$ cat config.mk
export PLATFORM = sky130hd
export DESIGN_NAME = mem_stage
export DESIGN_NICKNAME = d
export VERILOG_FILES = /design/src/rtl/mem_stage.sv
export SDC_FILE = /design/constraint.sdc
export NUM_CORES = 1
export LEC_CHECK = 0
export CORE_MARGIN = 1
export CORE_UTILIZATION = 29
export DETAILED_ROUTE_END_ITERATION = 12
export GPL_ROUTABILITY_DRIVEN = 0
export PLACE_DENSITY = 0.59
export SLEW_MARGIN = 20
export SYNTH_ARGS = -nofsm -noshare
export SYNTH_HDL_FRONTEND = slang
export SYNTH_SLANG_ARGS = --single-unit
$ cat constraint.sdc
create_clock -name clk -period 5.55 [get_ports clk]
set_input_delay 1.11 -clock clk [delete_from_list [all_inputs] [get_ports clk]]
set_output_delay 1.11 -clock clk [all_outputs]
set_load 0.05 [all_outputs]
$ cat src/rtl/mem_stage.sv
// mem_stage: word-sized data-memory access stage behind the execute ALU.
// It accepts one instruction when idle. Non-memory instructions pass straight through to writeback.
// An aligned LW or SW is issued on a request/grant/response bus. A misaligned access or a timed-out
// access retires as a writeback beat with the write enable cleared, and sets a sticky error flag.
module mem_stage #(
  parameter int TIMEOUT = 16,
  parameter int ADDR_W  = 32
) (
  input  logic              clk,
  input  logic              rst,
  input  logic              ex_valid,
  output logic              ex_ready,
  input  logic [31:0]       ex_instr,
  input  logic [31:0]       ex_alu_out,
  input  logic [31:0]       ex_store_data,
  input  logic              ex_dm_enable,
  input  logic              ex_dm_write,
  output logic              dm_req,
  output logic              dm_we,
  output logic [ADDR_W-1:0] dm_addr,
  output logic [31:0]       dm_wdata,
  input  logic              dm_gnt,
  input  logic              dm_rvalid,
  input  logic [31:0]       dm_rdata,
  output logic              wb_valid,
  output logic              wb_we,
  output logic [4:0]        wb_rd,
  output logic [31:0]       wb_data,
  output logic              err_misalign,
  output logic              err_timeout
);

  typedef enum logic [1:0] {IDLE, REQ, WAIT} state_t;

  localparam logic [7:0] TO_LAST = 8'(TIMEOUT - 1);

  localparam logic [6:0] OP_R   = 7'b0110011;
  localparam logic [6:0] OP_I   = 7'b0010011;
  localparam logic [6:0] OP_LUI = 7'b0110111;
  localparam logic [6:0] OP_JAL = 7'b1101111;

  state_t             state_q, state_d;
  logic [7:0]         cnt_q, cnt_d;
  logic [ADDR_W-1:0]  addr_q, addr_d;
  logic [31:0]        wdata_q, wdata_d;
  logic [4:0]         rd_q, rd_d;
  logic               st_q, st_d;
  logic               wb_valid_q, wb_valid_d;
  logic               wb_we_q, wb_we_d;
  logic [4:0]         wb_rd_q, wb_rd_d;
  logic [31:0]        wb_data_q, wb_data_d;
  logic               err_mis_q, err_mis_d;
  logic               err_to_q, err_to_d;

  logic       accept;
  logic       misalign;
  logic       last;
  logic       op_writes;
  logic [4:0] ex_rd;

  assign accept   = ex_valid && (state_q == IDLE);
  assign misalign = (ex_alu_out[1:0] != 2'b00);
  assign last     = (cnt_q == TO_LAST);
  assign ex_rd    = ex_instr[11:7];
  // Only these opcodes produce a register result on the non-memory path.
  assign op_writes = (ex_instr[6:0] == OP_R)   || (ex_instr[6:0] == OP_I) ||
                     (ex_instr[6:0] == OP_LUI) || (ex_instr[6:0] == OP_JAL);

  // Next-state, request latching and writeback beat generation.
  always_comb begin
    state_d    = state_q;
    cnt_d      = cnt_q;
    addr_d     = addr_q;
    wdata_d    = wdata_q;
    rd_d       = rd_q;
    st_d       = st_q;
    wb_valid_d = 1'b0;
    wb_we_d    = wb_we_q;
    wb_rd_d    = wb_rd_q;
    wb_data_d  = wb_data_q;
    err_mis_d  = err_mis_q;
    err_to_d   = err_to_q;
    case (state_q)
      IDLE: begin
        if (accept) begin
          if (!ex_dm_enable) begin
            wb_valid_d = 1'b1;
            wb_we_d    = op_writes && (ex_rd != 5'd0);
            wb_rd_d    = ex_rd;
            wb_data_d  = ex_alu_out;
          end else if (misalign) begin
            // The access is dropped without touching the bus.
            wb_valid_d = 1'b1;
            wb_we_d    = 1'b0;
            wb_rd_d    = ex_rd;
            err_mis_d  = 1'b1;
          end else begin
            addr_d  = ex_alu_out[ADDR_W-1:0];
            wdata_d = ex_store_data;
            rd_d    = ex_rd;
            st_d    = ex_dm_write;
            cnt_d   = 8'd0;
            state_d = REQ;
          end
        end
      end
      REQ: begin
        cnt_d = cnt_q + 8'd1;
        if (dm_gnt && st_q) begin
          // A granted store completes; it takes priority over a timeout in the same cycle.
          wb_valid_d = 1'b1;
          wb_we_d    = 1'b0;
          wb_rd_d    = rd_q;
          state_d    = IDLE;
        end else if (last) begin
          // A load granted on the last allowed cycle has not completed, so the timeout is taken.
          wb_valid_d = 1'b1;
          wb_we_d    = 1'b0;
          wb_rd_d    = rd_q;
          err_to_d   = 1'b1;
          state_d    = IDLE;
        end else if (dm_gnt) begin
          state_d = WAIT;
        end
      end
      WAIT: begin
        cnt_d = cnt_q + 8'd1;
        if (dm_rvalid) begin
          wb_valid_d = 1'b1;
          wb_we_d    = (rd_q != 5'd0);
          wb_rd_d    = rd_q;
          wb_data_d  = dm_rdata;
          state_d    = IDLE;
        end else if (last) begin
          wb_valid_d = 1'b1;
          wb_we_d    = 1'b0;
          wb_rd_d    = rd_q;
          err_to_d   = 1'b1;
          state_d    = IDLE;
        end
      end
      default: state_d = IDLE;
    endcase
  end

  // State registers. An asynchronous reset abandons any access that is in flight.
  always_ff @(posedge clk or negedge rst) begin
    if (!rst) begin
      state_q    <= IDLE;
      cnt_q      <= 8'd0;
      addr_q     <= '0;
      wdata_q    <= 32'd0;
      rd_q       <= 5'd0;
      st_q       <= 1'b0;
      wb_valid_q <= 1'b0;
      wb_we_q    <= 1'b0;
      wb_rd_q    <= 5'd0;
      wb_data_q  <= 32'd0;
      err_mis_q  <= 1'b0;
      err_to_q   <= 1'b0;
    end else begin
      state_q    <= state_d;
      cnt_q      <= cnt_d;
      addr_q     <= addr_d;
      wdata_q    <= wdata_d;
      rd_q       <= rd_d;
      st_q       <= st_d;
      wb_valid_q <= wb_valid_d;
      wb_we_q    <= wb_we_d;
      wb_rd_q    <= wb_rd_d;
      wb_data_q  <= wb_data_d;
      err_mis_q  <= err_mis_d;
      err_to_q   <= err_to_d;
    end
  end

  assign ex_ready     = (state_q == IDLE);
  assign dm_req       = (state_q == REQ);
  assign dm_we        = dm_req && st_q;
  assign dm_addr      = {addr_q[ADDR_W-1:2], 2'b00};
  assign dm_wdata     = wdata_q;
  assign wb_valid     = wb_valid_q;
  assign wb_we        = wb_we_q;
  assign wb_rd        = wb_rd_q;
  assign wb_data      = wb_data_q;
  assign err_misalign = err_mis_q;
  assign err_timeout  = err_to_q;

  // Instruction bits above rd and the byte offset of the address are not needed here.
  logic unused_bits;
  assign unused_bits = ^{ex_instr[31:12], addr_q[1:0]};

endmodule

==> results_dict.tcl <==
set metrics [dict create \
    worstPathMaxFanout 10 \
    finClkSkew_ns 0.00467 \
    peakVddDrop_v 0.000374 \
    finalCritPeriodShare_pct 60.1 \
    worst-endpoint-arrival_ns 2.23 \
    worst_ep_required_time_ns 4.44 \
    post_synthesis_sequential_area_ratio_pct 57.4 \
    antenna_left 0 \
    layout_common_cells "219 x sky130_fd_sc_hd__clkdlybuf4s50_1, 119 x sky130_fd_sc_hd__dfrtp_1, 68 x sky130_fd_sc_hd__mux2_2" \
    dominantRegCellSynth "sky130_fd_sc_hd__dfrtp_1" \
    grt_pass1_vias 4208 \
    setup_viol_count_final 0 \
    number_of_antenna_violations_at_the_first_check_in_global_routing 0 \
    drt-met1-wl_mm 5.77 \
    startpoint_type "flip-flop" \
    netlist_area_mm2 0.00519 \
    via_density 4.70 \
    synth_warnings 0 \
    timing.final.crit_period_ns 3.34 \
    layout_commonest_cell "sky130_fd_sc_hd__clkdlybuf4s50_1" \
    drive_gt1_share_pct 17.2 \
    cp-startpoint "state_q[0]$_DFFE_PN0P_" \
    port_buffers 220 \
    path_clk_slew_ns 0.05 \
    synth_enable_flop_cells 0 \
    final_core_util_pct 47.1 \
    cts_resized 0 \
    timing.hold.worst.start "err_misalign$_DFFE_PN0P_" \
    drt_pre_antenna_iters 4 \
    ios 243 \
    placement_rows 48 \
    synth.avg_cell_area_um2 12.6 \
    die-width_um 136 \
    multiInputGateArea_mm2 0.00207 \
    post_cts_hold_buffer_count 0 \
    timing.fmax_mhz 300 \
    reg2reg_from "state_q[0]$_DFFE_PN0P_" \
    worst-setup-path-type "flip-flop to output pin" \
    post_cts.repair.setup_buffers 0 \
    global_route.overflow_total 0 \
    met2_wire_len_mm 6.92 \
    tritoncts_num_sinks 119 \
    crit_path_cell_trace "inv_1 -> ha_1 -> clkdlybuf4s50_1" \
    ctsHtreeMaxLevel 4 \
    unrepaired_setup_endpoints_after_global_routing "no" \
    synth_cell_type_count 47 \
    route.final.wire_length_mm 14.0 \
    syn-instance-count 412 \
    setup-tns-final_ns 0 \
    max-cap-violations 0 \
    post_route_drc_violation_count 0 \
    pwr_density_cell_mw_per_mm2 710 \
    finalMaxSlewViolations 0 \
    met3_wirelength_mm 1.12 \
    run_status "complete, no violations" \
    first_pass_grt_wire_length_mm 22.0 \
    floorplan.die_area_mm2 0.0184 \
    number_of_synthesized_register_bits 119 \
    dp.final_hpwl_mm 9.78 \
    flow.area_growth_from_synthesis_pct 57.6 \
    min_path_type "flip-flop to flip-flop" \
    die_height_um 136 \
    timing.max_slew.rel_slack_pct 43.8 \
    worst_slew_pin_slew_ns 0.843 \
    core_area_mm2 0.0174 \
    cts_inserted_buffers 17 \
    cts.root.buffer_cell "sky130_fd_sc_hd__clkbuf_16" \
    n_fill_cell 1543 \
    drt_iter0_drc 170 \
    clk-insertion-delay-late_ns 0.41 \
    finalHoldViolCount 0 \
    initial_standard_cell_utilization_of_the_core_pct 29.9 \
    wire_per_inst_um 16.1 \
    slowest_delay_ns 0.89 \
    p_leak_uw 0.00338 \
    grt_max_degree 65 \
    antenna_cells_inserted 0 \
    vias 4091 \
    cpMaxStageDelayCell "sky130_fd_sc_hd__clkdlybuf4s50_1" \
    cts_tree "yes" \
    synth_async_sr_flop_share_pct 100 \
    cts-root-to-sink-buffers 2 \
    ff_latch_area_mm2 0.00298 \
    maxUsedRoutingLayer "met4" \
    endpoint_kind "output pin" \
    grt.total_usage_pct 15.6 \
    nNetsFinal 773 \
]
[registers in the layout, indices dropped and copies added (netlist names)]
name          flops
dm_wdata         32
wb_data          32
addr_q           30
cnt_q             8
rd_q              5
wb_rd             5
state_q           2
err_misalign      1
err_timeout       1
st_q              1
wb_valid          1
wb_we             1
[routing by layer]
| layer | GRT usage (%) | up-vias |
|---|---|---|
| met1 | 18.2 | 2015 |
| met4 | 6.43 | 0 |
| met3 | 5.69 | 19 |
| met5 | 0 | - |
| met2 | 25.8 | 146 |
| li1 | - | 1911 |
[kinds of logic after synthesis]
logic type	synth area share, %
adder cells (fa/ha/maj)	1.21
buffers and inverters	2.94
AO/OA/AOI/OAI	9.48
multiplexers	21.1
AND/OR/NAND/NOR	7.77
other	0.0723
flip-flops	57.4
[worst paths after layout]
check | slack, ns | end | cells after the start
min in group asynchronous | 0.80 | state_q[0]$_DFFE_PN0P_ | 1
max in group asynchronous | 3.46 | wb_data[21]$_DFFE_PN0P_ | 2
worst max register to register | 2.96 | addr_q[25]$_DFFE_PN0P_ | 6
worst min-delay path | 0.49 | err_misalign$_DFFE_PN0P_ | 1
worst min register to register | 0.49 | err_misalign$_DFFE_PN0P_ | 1
worst max-delay path | 2.21 | ex_ready | 3
[metrics by stage]
step / cell area [um^2] / worst slack [ns] / hold WS [ns] / instances / power [uW]
after floorplan: 5190 / 2.95 / 0.452 / 413 / 3660
after global placement: 7600 / 2.02 / 0.462 / 839 / 4720
after detailed placement: 7600 / 2.00 / 0.473 / 839 / 4760
after CTS: 8180 / 2.19 / 0.497 / 870 / 5870
after global routing: 8180 / 2.10 / 0.507 / 870 / 6100
final: 8180 / 2.21 / 0.490 / 870 / 5810
[power by group]
| group | internal, uW | switching, uW | leakage [uW] |
|---|---|---|---|
| clock | 690 | 391 | 0.000282 |
| sequential | 1270 | 220 | 0.00145 |
| combinational | 1150 | 2080 | 0.00165 |
[layout make-up]
| type | count | share of cell area [%] |
|---|---|---|
| Clock buffer | 22 | 5.80 |
| Multi-Input combinational cell | 263 | 25.3 |
| Tap cell | 225 | 3.44 |
| Timing Repair Buffer | 224 | 27.4 |
| Clock inverter | 9 | 1.22 |
| Sequential cell | 119 | 36.4 |
| Inverter | 8 | 0.367 |
[cells in the mapped netlist, types with 2 or more instances]
| library cell | instances | area, um^2 |
|---|---|---|
| sky130_fd_sc_hd__mux2i_1 | 33 | 330 |
| sky130_fd_sc_hd__nand2b_1 | 4 | 25.0 |
| sky130_fd_sc_hd__nand3_1 | 4 | 20.0 |
| sky130_fd_sc_hd__dfrtp_1 | 119 | 2980 |
| sky130_fd_sc_hd__buf_2 | 11 | 55.1 |
| sky130_fd_sc_hd__o31ai_1 | 3 | 22.5 |
| sky130_fd_sc_hd__and2_1 | 3 | 18.8 |
| sky130_fd_sc_hd__mux2_2 | 68 | 766 |
| sky130_fd_sc_hd__ha_1 | 5 | 62.6 |
| sky130_fd_sc_hd__nor2_1 | 41 | 154 |
| sky130_fd_sc_hd__or4_1 | 2 | 15.0 |
| sky130_fd_sc_hd__o2111ai_1 | 2 | 17.5 |
| sky130_fd_sc_hd__inv_1 | 8 | 30.0 |
| sky130_fd_sc_hd__o21ai_0 | 13 | 65.1 |
| sky130_fd_sc_hd__a221o_1 | 5 | 50.1 |
| sky130_fd_sc_hd__buf_1 | 2 | 7.51 |
| sky130_fd_sc_hd__a21oi_1 | 39 | 195 |
| sky130_fd_sc_hd__buf_4 | 4 | 30.0 |
| sky130_fd_sc_hd__nor2b_1 | 2 | 12.5 |
| sky130_fd_sc_hd__clkbuf_1 | 5 | 18.8 |
| sky130_fd_sc_hd__nor3b_1 | 5 | 37.5 |
| sky130_fd_sc_hd__nand2_1 | 9 | 33.8 |
[worst max-delay path: cells and delay by family, from the launching register on]
family / cells / cell delay (ns)
flip-flops: 1 / 0.40
buffers and inverters: 2 / 1.00
adder cells (fa/ha/maj): 1 / 0.42
No activity file was read; power rests on OpenSTA's default activity.
